<file path="src/rtl/n_arbiter.sv">
// n_arbiter: registered N-way request arbiter (N = 2**W) built around a
// priority-encode core.
//
// Two runtime modes are selected at arbitration time:
//   mode = 0 : fixed priority, the lowest set request index wins.
//   mode = 1 : round-robin, the search starts at ptr (one past the last owner).
// A grant is held while its request stays high. After HOLD_MAX consecutive
// cycles the owner is forced off if anyone else is waiting. HOLD_MAX = 0
// disables the forced release.
//
// Ports:
//   clk        rising-edge clock
//   reset      synchronous, active-high reset
//   req        request vector, bit i = requester i
//   mode       0 = fixed priority, 1 = round-robin
//   gnt        one-hot grant (registered)
//   gnt_idx    binary index of the owner (registered; holds the last owner in IDLE)
//   gnt_valid  high while a grant is active (registered)
//
// state | meaning
// ------+------------------------------------------------------------
// IDLE  | no owner; any nonzero req is arbitrated at the next edge
// OWN   | gnt_idx owns the resource; release on drop or hold limit
module n_arbiter #(
    parameter int W        = 3,
    parameter int HOLD_MAX = 4
) (
    input  logic                clk,
    input  logic                reset,
    input  logic [(2**W)-1:0]   req,
    input  logic                mode,
    output logic [(2**W)-1:0]   gnt,
    output logic [W-1:0]        gnt_idx,
    output logic                gnt_valid
);

    localparam int N  = 2 ** W;
    localparam int HW = (HOLD_MAX > 0) ? $clog2(HOLD_MAX + 1) : 1;
    localparam logic [HW-1:0] HMAX = HW'(HOLD_MAX);

    typedef enum logic {
        IDLE = 1'b0,
        OWN  = 1'b1
    } state_t;

    state_t          state;
    logic [W-1:0]    ptr;
    logic [HW-1:0]   hold_cnt;

    logic [W-1:0]    fp_idx;
    logic [W-1:0]    rr_idx;
    logic [W-1:0]    rr_cand;
    logic            rr_found;
    logic [W-1:0]    win_idx;
    logic [N-1:0]    others;
    logic            hold_expired;
    logic            release_now;

    // Fixed priority: scanning downward leaves the lowest set index.
    always_comb begin
        fp_idx = '0;
        for (int i = N - 1; i >= 0; i--) begin
            if (req[i]) begin
                fp_idx = W'(i);
            end
        end
    end

    // Round-robin: first set bit at ptr, ptr+1, ... ; the W-bit add wraps mod N.
    always_comb begin
        rr_idx   = ptr;
        rr_cand  = ptr;
        rr_found = 1'b0;
        for (int i = 0; i < N; i++) begin
            rr_cand = ptr + W'(i);
            if (!rr_found && req[rr_cand]) begin
                rr_idx   = rr_cand;
                rr_found = 1'b1;
            end
        end
    end

    assign win_idx = mode ? rr_idx : fp_idx;

    // In OWN, gnt is exactly the owner's one-hot bit, so this masks the owner.
    assign others       = req & ~gnt;
    assign hold_expired = (HOLD_MAX != 0) && (hold_cnt == HMAX) && (|others);
    assign release_now  = !req[gnt_idx] || hold_expired;

    always_ff @(posedge clk) begin
        if (reset) begin
            state     <= IDLE;
            gnt       <= '0;
            gnt_idx   <= '0;
            gnt_valid <= 1'b0;
            ptr       <= '0;
            hold_cnt  <= '0;
        end else begin
            case (state)
                IDLE: begin
                    if (|req) begin
                        gnt       <= {{(N-1){1'b0}}, 1'b1} << win_idx;
                        gnt_idx   <= win_idx;
                        gnt_valid <= 1'b1;
                        hold_cnt  <= HW'(1);
                        state     <= OWN;
                    end
                end
                OWN: begin
                    if (release_now) begin
                        // gnt_idx keeps the old owner so it stays readable in IDLE.
                        gnt       <= '0;
                        gnt_valid <= 1'b0;
                        ptr       <= gnt_idx + W'(1);
                        state     <= IDLE;
                    end else if ((HOLD_MAX != 0) && (hold_cnt != HMAX)) begin
                        hold_cnt <= hold_cnt + HW'(1);
                    end
                end
                default: begin
                    state <= IDLE;
                end
            endcase
        end
    end

endmodule

</file>
<file path="config.mk">
export PLATFORM = sky130hd
export DESIGN_NAME = n_arbiter
export DESIGN_NICKNAME = d
export VERILOG_FILES = /design/src/rtl/n_arbiter.sv
export SDC_FILE = /design/constraint.sdc
export NUM_CORES = 1
export LEC_CHECK = 0
export CORE_ASPECT_RATIO = 2
export CORE_UTILIZATION = 60
export CTS_CLUSTER_SIZE = 40
export DETAILED_ROUTE_END_ITERATION = 8
export PLACE_DENSITY = 0.95
export SETUP_SLACK_MARGIN = 0.3
export SLEW_MARGIN = 20
export SYNTH_ARGS = -nofsm -noshare
export SYNTH_HDL_FRONTEND = slang
export SYNTH_SLANG_ARGS = --single-unit
</file>
<file path="constraint.sdc">
create_clock -name clk -period 7.27 [get_ports clk]
set_input_delay 1.454 -clock clk [delete_from_list [all_inputs] [get_ports clk]]
set_output_delay 1.454 -clock clk [all_outputs]
set_load 0.01 [all_outputs]
</file>
==> Word level (Yosys, flattened, before mapping) <==
Index checks and enable logic that the tools add are counted.
{ "word_totals": {"reg_bits": 19, "input_bits": 11, "elab_cells": 111} }
{ "classes": {"addsub": 9, "order_cmp": 9, "n_eq_ne": 6, "n_shift": 1, "muxes": 54, "n_bitwise": 3, "reduce_logical": 23} }
{ "ops": {"columns": ["operator", "count"], "rows": [
  ["3-bit 2-to-1 mux", 19],
  ["3-bit by 4-bit less-than comparator with 1-bit output, second input constant", 9],
  ["1-bit binary-select mux with 3-bit select", 9],
  ["1-bit 2-to-1 mux", 20],
  ["8-bit 2-to-1 mux", 2],
  ["8-bit one-hot mux with 2 select lines", 1],
  ["8-bit OR reduction", 2],
  ["3-bit adder, second input constant", 4],
  ["3-bit by 1-bit adder with 3-bit output, second input constant", 3],
  ["8-bit AND", 1],
  ["1-bit logical AND", 8],
  ["1-bit zero test", 8],
  ["8-bit inverter", 1],
  ["1-bit by 3-bit left shift with 8-bit output, first input constant", 1],
  ["3-bit by 2-bit adder with 3-bit output, second input constant", 2],
  ["3-bit one-hot mux with 2 select lines", 1],
  ["2-bit AND reduction", 3],
  ["2-bit by 1-bit != test with 1-bit output, second input constant", 2],
  ["2-bit != test, second input constant", 2],
  ["1-bit one-hot mux with 2 select lines", 2],
  ["3-bit equality test, second input constant", 1],
  ["3-bit != test, second input constant", 1],
  ["3-bit AND reduction", 1],
  ["1-bit logical OR", 1],
  ["1-bit inverter", 1]
]} }

==> Logic depth before layout (Yosys ltp) <==
Gate-level depths: netlist of the first run.
{ "depth": {"ltp_word": 28, "ltp_mapped": 13, "mapped_depth_nobuf": 10} }

==> Worst setup path after synthesis of the first run <==
Ideal clock, no wire load.
{ "synth_path": {"path_kind": "input -> register", "from": "input req[7]", "to": "register gnt[7]", "arrival_ns": 3.762, "t_required_ns": 7.153, "path_slack_ns": 3.390, "stages": 8, "n_path_buf": 1, "path_cell_list": "buf_2 > mux4_1 > mux2_2 > a2111oi_0 > a211oi_1 > o31a_1 > or2_2 > a32o_1"} }
{ "synth_between": {"elab_chain_len": 28} }
{ "synth_rtl": {"columns": ["item", "line_no", "rtl"], "rows": [
  ["start, declared", "30", "input logic [(2**W)-1:0] req,"],
  ["1-bit binary-select mux with 3-bit select", "76", "if (!rr_found && req[rr_cand]) begin"],
  ["1-bit 2-to-1 mux (implied by the code)", "76", null],
  ["1-bit 2-to-1 mux", "76", null],
  ["1-bit zero test", "76", null],
  ["1-bit logical AND", "76", null],
  ["1-bit 2-to-1 mux", "76", null],
  ["1-bit zero test", "76", null],
  ["1-bit logical AND", "76", null],
  ["[12 not listed]", null, null],
  ["1-bit 2-to-1 mux", "76", null],
  ["1-bit zero test", "76", null],
  ["1-bit logical AND", "76", null],
  ["3-bit 2-to-1 mux", "76", null],
  ["3-bit 2-to-1 mux", "83", "assign win_idx = mode ? rr_idx : fp_idx;"],
  ["1-bit by 3-bit left shift with 8-bit output", "102", "gnt <= {{(N-1){1'b0}}, 1'b1} << win_idx;"],
  ["8-bit 2-to-1 mux", "101", "if (|req) begin"],
  ["8-bit one-hot mux with 2 select lines", "99", "case (state)"],
  ["end signal, assigned", "102", null],
  ["end, declared", "32", "output logic [(2**W)-1:0] gnt,"]
]} }
Several ways; a longest one is shown, not always the timed one. The select of a mux whose other input is x is not followed.
A chain may end at the register's enable or synchronous reset.

==> Worst setup path after layout of the first run <==
{ "layout_path": {"from": "register ptr[0]", "to": "register gnt[7]"} }
{ "layout_between": {"elab_chain_len": 28} }
{ "layout_rtl": {"columns": ["item", "line_no", "rtl"], "rows": [
  ["start, declared", "47", "logic [W-1:0] ptr;"],
  ["start signal, assigned", "114", "ptr <= gnt_idx + W'(1);"],
  ["parallel branches: the longest is 23 deep, another holds 3-bit by 1-bit adder with 3-bit output", null, null],
  ["3-bit 2-to-1 mux (*)", "76", null],
  ["3-bit 2-to-1 mux (*)", "83", null],
  ["1-bit by 3-bit left shift with 8-bit output (*)", "102", null],
  ["8-bit 2-to-1 mux (*)", "101", null],
  ["8-bit one-hot mux with 2 select lines (*)", "99", null]
]} }
Mark *: on every way between the ends. The select of a mux whose other input is x is not followed.

==> impl_results.md, run 1 <==
- Hold_buf cts: 0
- Worst-path cell chain: inv_1 -> ha_1 -> mux4_1 -> mux2_2 -> a2111oi_0 -> a211oi_1 -> o31a_1 -> or2_2 -> a32o_1
- Distinct cells, synth: 61
- DIE WIDTH: 42.9 um
- Worst-path maximum fanout: 21
- Dpl ws: 2.44 ns
- Initial antenna violation count: 0
- Fin util: 69.8%
- Drt wl/cell: 21.5 um
- Final Critical Period: 4.78 ns
- CP startpoint kind: register
- Endpoints failing setup: 0
- Gpl congestion: 0.992
- Final number of hold-violating endpoints: 0
- GRT met3 Usage: 3.25%
- Synth area leaders: dfxtp_1, mux4_2, a21oi_1, a211oi_1, inv_1
- Buf/Inv on CP: 1
- First-pass GRT wire length: 9.47 mm
- IO Port Bufs: 22
- Initial Utilization: 62.9%
- Met2 GRT Util: 62.3%
- Synth Net Count: 257
- GR Layer Usage met1: 34.9%
- Post-route ant nets: 0
- PD cells: 220 nW/um2
- Max Cap Violations: 0
- Pin count of the biggest net entering global routing: 22
- Fillers: 239
- Clk sinks: 19
- Min-delay worst type: register to register
- Most used routing layer: met2
- Slowest stage cell, crit path: dfxtp_1
- Count leader, synth: dfxtp_1
- Full die area: 3600 um2
- Crit path max-delay family: compound AO/OA/AOI/OAI gates
- Ports: 23
- Pleak: 0.000817 uW
- Row count: 29
- Vias after detailed routing: 2069
- Worst VDD drop: 0.174 mV
- DP HPWL: 4.50 mm
- Critical Path Sink Type: register
- Starting DRT DRC Count: 130
- Final hold slack: 0.490 ns
- Post-synthesis area per instance: 8.34 um2
- Gr ovfl total: 0
- Fin crit share: 65.8%
- Via-per-instance ratio: 7.39
- RSZ-0062 raised after global routing: no
- Share of cells above drive strength 1: 12.0%
- H-tree levels: 1
- Final Max Slew Viols: 0
- Clock Path Buffers: 2
- Chip Height: 83.8 um
- Post-route setup slack: 2.49 ns
- Ys async rst share: 0%
- Slew @ Worst Pin: 0.878 ns
- #FFs+latches synth: 19
- Yosys top cell by area: dfxtp_1
- Final net count: 266
- Root Buffer: clkbuf_8
- Post-synth top flop: dfxtp_1
- Max incr delay on CP: 0.91 ns
- Sequential-to-total area share from yosys stat: 18.9%
- Number of gates resized after cts: 0
- Layout overhead on the synthesized area: 11.0%
- Cts bufs inserted: 3
- Pre-Repair DR Iteration Count: 5
- CP required: 7.42 ns
- Crit path arrival time: 4.93 ns
- Synth warn: 0
- CTS tree: built
- Clk Latency, worst-skew pair: 0.25 ns
- Area of the mapped netlist: 2010 um2
- Number of remaining DRC errors: 0
- Postcts setup bufs: 0
- Post-synth EDFFs: 0
- Clock skew: 0.00101 ns
- ANT cells: 0
- Relative slew slack: 40.0%
- Final TNS setup: 0 ns
- Vias in the first global route: 2030
- Core Area: 3190 um2
- DRT Wirelength: 6.02 mm
- Max Freq: 209 MHz
- Clock-pin slew on the worst setup and hold paths: 0.07 ns
- Syn Inst Count: 241
- Total track usage: 34.3%
- Status: finished, final reports clean
- Kind of critical path: register to register
- Synth top cells by count: dfxtp_1, inv_1, nand2_1
- Post-synth top area share: 18.9%
cell families (layout without fill, tap and decap cells):
family | after synthesis | after routing | synth area share [%]
AOI/OAI and AO/OA | 75 | 75 | 27.5
and+or+nand+nor | 73 | 73 | 19.9
buffers and inverters | 39 | 47 | 8.28
muxes | 24 | 24 | 19.7
DFF | 19 | 19 | 18.9
xor gates and xnor gates | 6 | 6 | 2.62
adders and majority gates | 5 | 5 | 3.11
final timing paths:
kind                                          start                  end  slack [ns]  cells past startpoint
worst min register to register  gnt[6]$_SDFFE_PP0P_  gnt[6]$_SDFFE_PP0P_        0.49                      2
worst min-delay path            gnt[6]$_SDFFE_PP0P_  gnt[6]$_SDFFE_PP0P_        0.49                      2
worst max register to register  ptr[0]$_SDFFE_PP0P_  gnt[7]$_SDFFE_PP0P_        2.49                      9
worst max-delay path            ptr[0]$_SDFFE_PP0P_  gnt[7]$_SDFFE_PP0P_        2.49                      9
sequential cells by signal, summed over array words and instances, names as in the netlist:
signal,cells
gnt_valid,1
state,1
gnt_idx,3
gnt,8
ptr,3
hold_cnt,3
cell type report:
type,count,area (um2),area share [%]
well taps,31,38.8,1.74
clock buffers,4,45.0,2.02
flip-flops and latches,19,380,17.1
repair buffers,23,228,10.2
inverters,20,75.1,3.37
multi-input cells,183,1460,65.6
stage by stage:
stage,power [uW],cells,instance area [um2]
6_report,490,280,2230
5_1_grt,515,280,2230
4_1_cts,485,280,2230
3_5_place_dp,412,276,2180
3_3_place_gp,407,276,2180
2_1_floorplan,341,241,2010
worst min-delay path: stages, from the launching register on:
cell and delay, ns:
dfxtp_1 0.33, nand2_1 0.06, o21ai_1 0.05
cell usage in the layout, fill, tap and decap left out, drive strengths merged, types with 5 or more instances in the layout:
cell type       n
nand2          17
a32o            5
o21ai          11
nand3b          5
a211oi          9
mux2i           7
nor2           13
nand3           7
mux2            6
dfxtp          19
a21oi          14
clkdlybuf4s50  22
ha              5
nor3            6
mux4           11
inv            19
o22ai           6
per-layer routing:
metal	share of wire [%]	wire (um)
met1	32	1950
met2	56	3370
met3	5.4	327
met4	6.1	367
met5	0	0
power breakdown:
group / internal [uW] / total, uW / switching, uW
combinational: 122 / 277 / 155
sequential: 117 / 141 / 24.0
clock: 39.0 / 72.4 / 33.4
total: 278 / 490 / 213
(Power assumes the default switching activity.)
==> run 2, diff against run 1 <==
--- a/config.mk
+++ b/config.mk
@@ -6,10 +6,10 @@
 export NUM_CORES = 1
 export LEC_CHECK = 0
 export CORE_ASPECT_RATIO = 2
-export CORE_UTILIZATION = 60
+export CORE_UTILIZATION = 51
 export CTS_CLUSTER_SIZE = 40
 export DETAILED_ROUTE_END_ITERATION = 8
-export PLACE_DENSITY = 0.95
+export PLACE_DENSITY = 0.86
 export SETUP_SLACK_MARGIN = 0.3
 export SLEW_MARGIN = 20
 export SYNTH_ARGS = -nofsm -noshare
==> constraint.sdc (replaced) <==
create_clock -name clk -period 4.3 [get_ports clk]
set_input_delay 0.86 -clock clk [delete_from_list [all_inputs] [get_ports clk]]
set_output_delay 0.86 -clock clk [all_outputs]
set_load 0.01 [all_outputs]
==> run 2 against run 1 <==
  * Count of clock-buffer cells in the layout unchanged
  * Core utilization decreased by 8.0 points
  * Clock skew increased by 0.0036 ns
  * Register-to-register slack got worse by 1.9 ns
  * Flip-flop and latch count unchanged
  * Wire length increased by 3.6%
  * Clock power increased by 67%
  * Sequential power increased by 58%
  * Setup slack got worse by 2.0 ns
  * Total power increased by 75%
  * Final cell count increased by 12%
  * Combinational power increased by 86%
  * Critical endpoint unchanged
==> impl_results.md, run 2 (synthesis results as in run 1) <==
- Fillers: 322
- Slew @ Worst Pin: 0.649 ns
- Share of cells above drive strength 1: 16.4%
- Max reg flops: 8
- Pre-Repair DR Iteration Count: 5
- Postcts setup bufs: 0
- Vias after detailed routing: 2120
- Pin count of the biggest net entering global routing: 21
- Status: finished, final reports clean
- Post-route setup slack: 0.494 ns
- Max Freq: 263 MHz
- Buf/Inv on CP: 1
- Core Area: 3800 um2
- Layout overhead on the synthesized area: 17.1%
- Final TNS setup: 0 ns
- Hold Path Stages: 2
- Dpl cell area: 2310 um2
- Hold Crit Start: gnt[6]$_SDFFE_PP0P_
- Clk Latency, worst-skew pair: 0.25 ns
- Relative slew slack: 56.7%
- Vias in the first global route: 2080
- DIE WIDTH: 46.4 um
- Clock-pin slew on the worst setup and hold paths: 0.06 ns
- DRT Wirelength: 6.24 mm
- Crit path max-delay family: simple AND/OR/NAND/NOR gates
- H-tree levels: 1
- Switching share of power: 42.6%
- Fin util: 61.8%
- Clock Path Buffers: 2
- Clock skew: 0.00457 ns
- Max Cap Violations: 0
- Max incr delay on CP: 0.73 ns
- CP required: 4.44 ns
- CP startpoint kind: input pin
- Chip Height: 90.8 um
- Ports: 23
- Sw Pwr: 366 uW
- Slowest stage cell, crit path: clkdlybuf4s50_1
- Dpl ws: 0.317 ns
- Final net count: 279
- Full die area: 4210 um2
- Final Max Slew Viols: 0
- Reg2Reg Setup Slack: 0.54 ns
- Crit path arrival time: 3.95 ns
- Starting DRT DRC Count: 98
- Pint: 492 uW
- Worst-path cell chain: clkdlybuf4s50_1 -> mux2i_1 -> mux4_2 -> and2_1 -> and4_4 -> or4_4 -> a31oi_4 -> nor3_2 -> a32o_1
- Cts bufs inserted: 3
- Number of gates resized after cts: 0
- Gpl congestion: 0.974
- Critical Path Sink Type: register
- Endpoints failing setup: 0
- Kind of critical path: input pin to register
- Min-delay worst type: register to register
- Total track usage: 32.7%
- Final Critical Period: 3.81 ns
- Via-per-instance ratio: 6.77
- Largest Register: gnt
- Clk sinks: 19
- DP HPWL: 4.88 mm
- PD cells: 365 nW/um2
- WHS Endpoint: gnt[6]$_SDFFE_PP0P_
- Pleak: 0.000881 uW
- RSZ-0062 raised after global routing: no
- Clk network pwr share: 14.1%
- IO Port Bufs: 22
- Crit Reg-Reg Endpoint: gnt[7]$_SDFFE_PP0P_
- Gr ovfl total: 0
- Gate power share: 59.9%
- Worst VDD drop: 0.334 mV
- Fin crit share: 88.5%
- Initial antenna violation count: 0
- Sequential fraction of design power: 26.0%
- Worst-path maximum fanout: 12
- First-pass GRT wire length: 10.1 mm
- Hold_buf cts: 0
- Reg2Reg Depth: 10
- Cell area after layout: 2350 um2
- ANT cells: 0
- Root Buffer: clkbuf_8
- CTS tree: built
- Number of remaining DRC errors: 0
- Initial Utilization: 52.8%
- Post-route ant nets: 0
- Worst r2r src: ptr[0]$_SDFFE_PP0P_
- PnR Total Power: 858 uW
- Commonest non-fill, non-tap cell in the layout: clkdlybuf4s50_1
- Final number of hold-violating endpoints: 0
- Most frequent cells in the layout: clkdlybuf4s50_1, dfxtp_1, inv_1, nand2_1
- Drt wl/cell: 19.9 um
- Row count: 32
==> run 2: cell count changes in the layout (fill, tap and decap cells not counted), sizes merged <==
cell,previous run,this run
buf,1,14
==> run 2: area by class of cell <==
class | count | area (um2) | share of cell area, %
flip-flops and latches | 19 | 380 | 16.2
multi-input cells | 183 | 1460 | 62.2
well taps | 51 | 63.8 | 2.71
repair buffers | 36 | 325 | 13.8
inverters | 20 | 75.1 | 3.19
clock buffers | 4 | 45.0 | 1.91
==> run 2: worst max-delay path by stage <==
stage,startpoint,end,slack (ns),cells after the start
global placement,req[1],gnt[7]$_SDFFE_PP0P_,0.35,10
global route,ptr[0]$_SDFFE_PP0P_,gnt[7]$_SDFFE_PP0P_,0.39,10
CTS,req[4],gnt[7]$_SDFFE_PP0P_,0.57,9
detailed placement,req[4],gnt[7]$_SDFFE_PP0P_,0.32,9
finish,req[4],gnt[7]$_SDFFE_PP0P_,0.49,9
floorplan,ptr[1]$_SDFFE_PP0P_,gnt[7]$_SDFFE_PP0P_,0.74,13
==> run 2: per-layer routing <==
metal	global-route usage [%]	vias up	wire, um
met5	0	-	0
met4	25.5	0	557
met3	4.00	48	267
met2	53.7	107	3360
met1	34.2	998	2050
li1	-	967	-
==> run 2: tightest hold or removal path, stage by stage, from the launching register on <==
cell and delay, ns:
dfxtp_1 0.32, nand2_1 0.06, o21ai_1 0.05
==> run 2: metrics by stage <==
stage	cells	hold WS [ns]
detailed placement	309	0.470
finish	313	0.482
floorplan	241	0.474
CTS	313	0.483
global route	313	0.515
global placement	309	0.451
==> run 2: power by group through the flow <==
stage / clock network, uW / logic [uW] / registers (uW)
final: 121 / 514 / 223
after global routing: 131 / 550 / 227
after CTS: 125 / 506 / 222
after detailed placement: 0 / 502 / 226
after global placement: 0 / 497 / 225
after floorplan: 0 / 355 / 222
==> RTL change: new RTL, flow settings as in run 2 <==
Add an input register stage for `mode`, with the module's reset; this delays it by one clock. The other inputs are not delayed to match.
--- a/src/rtl/n_arbiter.sv
+++ b/src/rtl/n_arbiter.sv
@@ -43,6 +43,16 @@
         OWN  = 1'b1
     } state_t;
 
+    logic mode_q;
+
+    always_ff @(posedge clk) begin
+        if (reset) begin
+            mode_q <= '0;
+        end else begin
+            mode_q <= mode;
+        end
+    end
+
     state_t          state;
     logic [W-1:0]    ptr;
     logic [HW-1:0]   hold_cnt;
@@ -80,7 +90,7 @@
         end
     end
 
-    assign win_idx = mode ? rr_idx : fp_idx;
+    assign win_idx = mode_q ? rr_idx : fp_idx;
 
     // In OWN, gnt is exactly the owner's one-hot bit, so this masks the owner.
     assign others       = req & ~gnt;
Behaviour: not the same (a bounded check fails within 4 cycles, from zero or initial values and one cycle with reset high).
==> RTL change against run 2 <==
Area after synthesis is 0.81% lower; design area increased by 0.64%; sequential cell count is 1 higher; non-clock buffer count is 1 higher; total power decreased by 8.2%; count of clock-buffer cells in the layout stayed put; routed wire length is 12% lower; worst setup slack got worse by 0.049 ns; clock skew down 0.0029 ns; via count shrank 8.9%; critical endpoint is now gnt[4]$_SDFFE_PP0P_.
==> RTL change: results <==
set metrics [dict create \
    yosys-top-cells-count "20 x dfxtp_1, 16 x inv_1, 16 x nor2_1" \
    yosysUniqueCellTypes 55 \
    syn_area_per_cell_sq_um 8.98 \
    r2r-start "ptr[0]$_SDFFE_PP0P_" \
    synth_area_leaders "dfxtp_1 20%, mux4_2 14%, mux2i_1 6.0%, a32o_1 4.0%, mux2_2 3.4%" \
    final_nets 262 \
    cp.arrival_ns 4.06 \
    ys_seq_area_share_pct 20.1 \
    first_global_vias 1912 \
    place_hpwl_mm 4.27 \
    cp_max_fo 9 \
    use_met2_pct 50.2 \
    nFillCells 299 \
    dp_cells 290 \
    holdWs_ns 0.472 \
    layout-drive-gt1-share_pct 18.8 \
    grt_usage_pct 29.1 \
    firstDrtPassIters 4 \
    met1_usage_pct 33.3 \
    routed_wl_mm 5.46 \
    regArea_sq_um 400 \
    comb_cell_power_uw 420 \
    grt_max_degree 18 \
    viasPerCell 6.57 \
    min_from "hold_cnt[1]$_SDFFE_PP0P_" \
    skew_ns 0.00170 \
    placed_area_sq_mm 0.00231 \
    leakage_uw 0.000901 \
    slowest_delay_ns 0.57 \
    met3_usage_pct 2.00 \
    r2r-end "gnt[4]$_SDFFE_PP0P_" \
    dr.first_iter.drc_count 48 \
    hold_path_end "hold_cnt[1]$_SDFFE_PP0P_" \
    dp_slack_ns 0.210 \
    grt_first_pass_wirelength_mm 9.10 \
    place_congestion 0.936 \
    htree_levels 1 \
    worst_pin_slew_ns 0.687 \
    sw_frac_of_total_pct 38.7 \
    status "finished, final reports clean" \
    power.clock.total_uw 144 \
]
==> RTL change: cell families (layout without fill, tap and decap cells) <==
| logic type | after synthesis | in the layout | synth area share, % |
|---|---|---|---|
| fa+ha+maj | 5 | 5 | 3.14 |
| flops | 20 | 20 | 20.1 |
| mux | 34 | 34 | 27.1 |
| simple gates | 61 | 61 | 17.1 |
| compound gates | 63 | 63 | 23.4 |
| buf+inv | 34 | 57 | 7.09 |
| xor+xnor | 5 | 5 | 2.20 |
==> RTL change: final cells by class <==
| type | instances | share of cell area, % |
|---|---|---|
| clock buffers | 4 | 2.33 |
| inverters | 16 | 2.54 |
| multi-input cells | 168 | 61.6 |
| flip-flops and latches | 20 | 16.9 |
| well taps | 49 | 2.59 |
| repair buffers | 37 | 14.1 |
==> RTL change: worst max path at each step <==
stage                   startpoint             endpoint  cells past startpoint
2_1_floorplan  ptr[1]$_SDFFE_PP0P_  gnt[2]$_SDFFE_PP0P_                     12
3_3_place_gp                req[6]  gnt[2]$_SDFFE_PP0P_                      9
3_5_place_dp                req[6]  gnt[4]$_SDFFE_PP0P_                     10
4_1_cts                     req[6]  gnt[4]$_SDFFE_PP0P_                     10
5_1_grt                     req[6]  gnt[4]$_SDFFE_PP0P_                      9
6_report                    req[6]  gnt[4]$_SDFFE_PP0P_                      9
==> RTL change: metal layers <==
layer | part of all wire [%] | wire (um)
met5 | 0 | 0
met4 | 3.6 | 197
met3 | 2.5 | 135
met2 | 58 | 3160
met1 | 36 | 1970
==> RTL change: tightest hold or removal path: cells and delay by family (launching register included) <==
kind,cells,cell delay [ns]
AOI/OAI and AO/OA,1,0.05
and+or+nand+nor,1,0.06
DFF,1,0.33
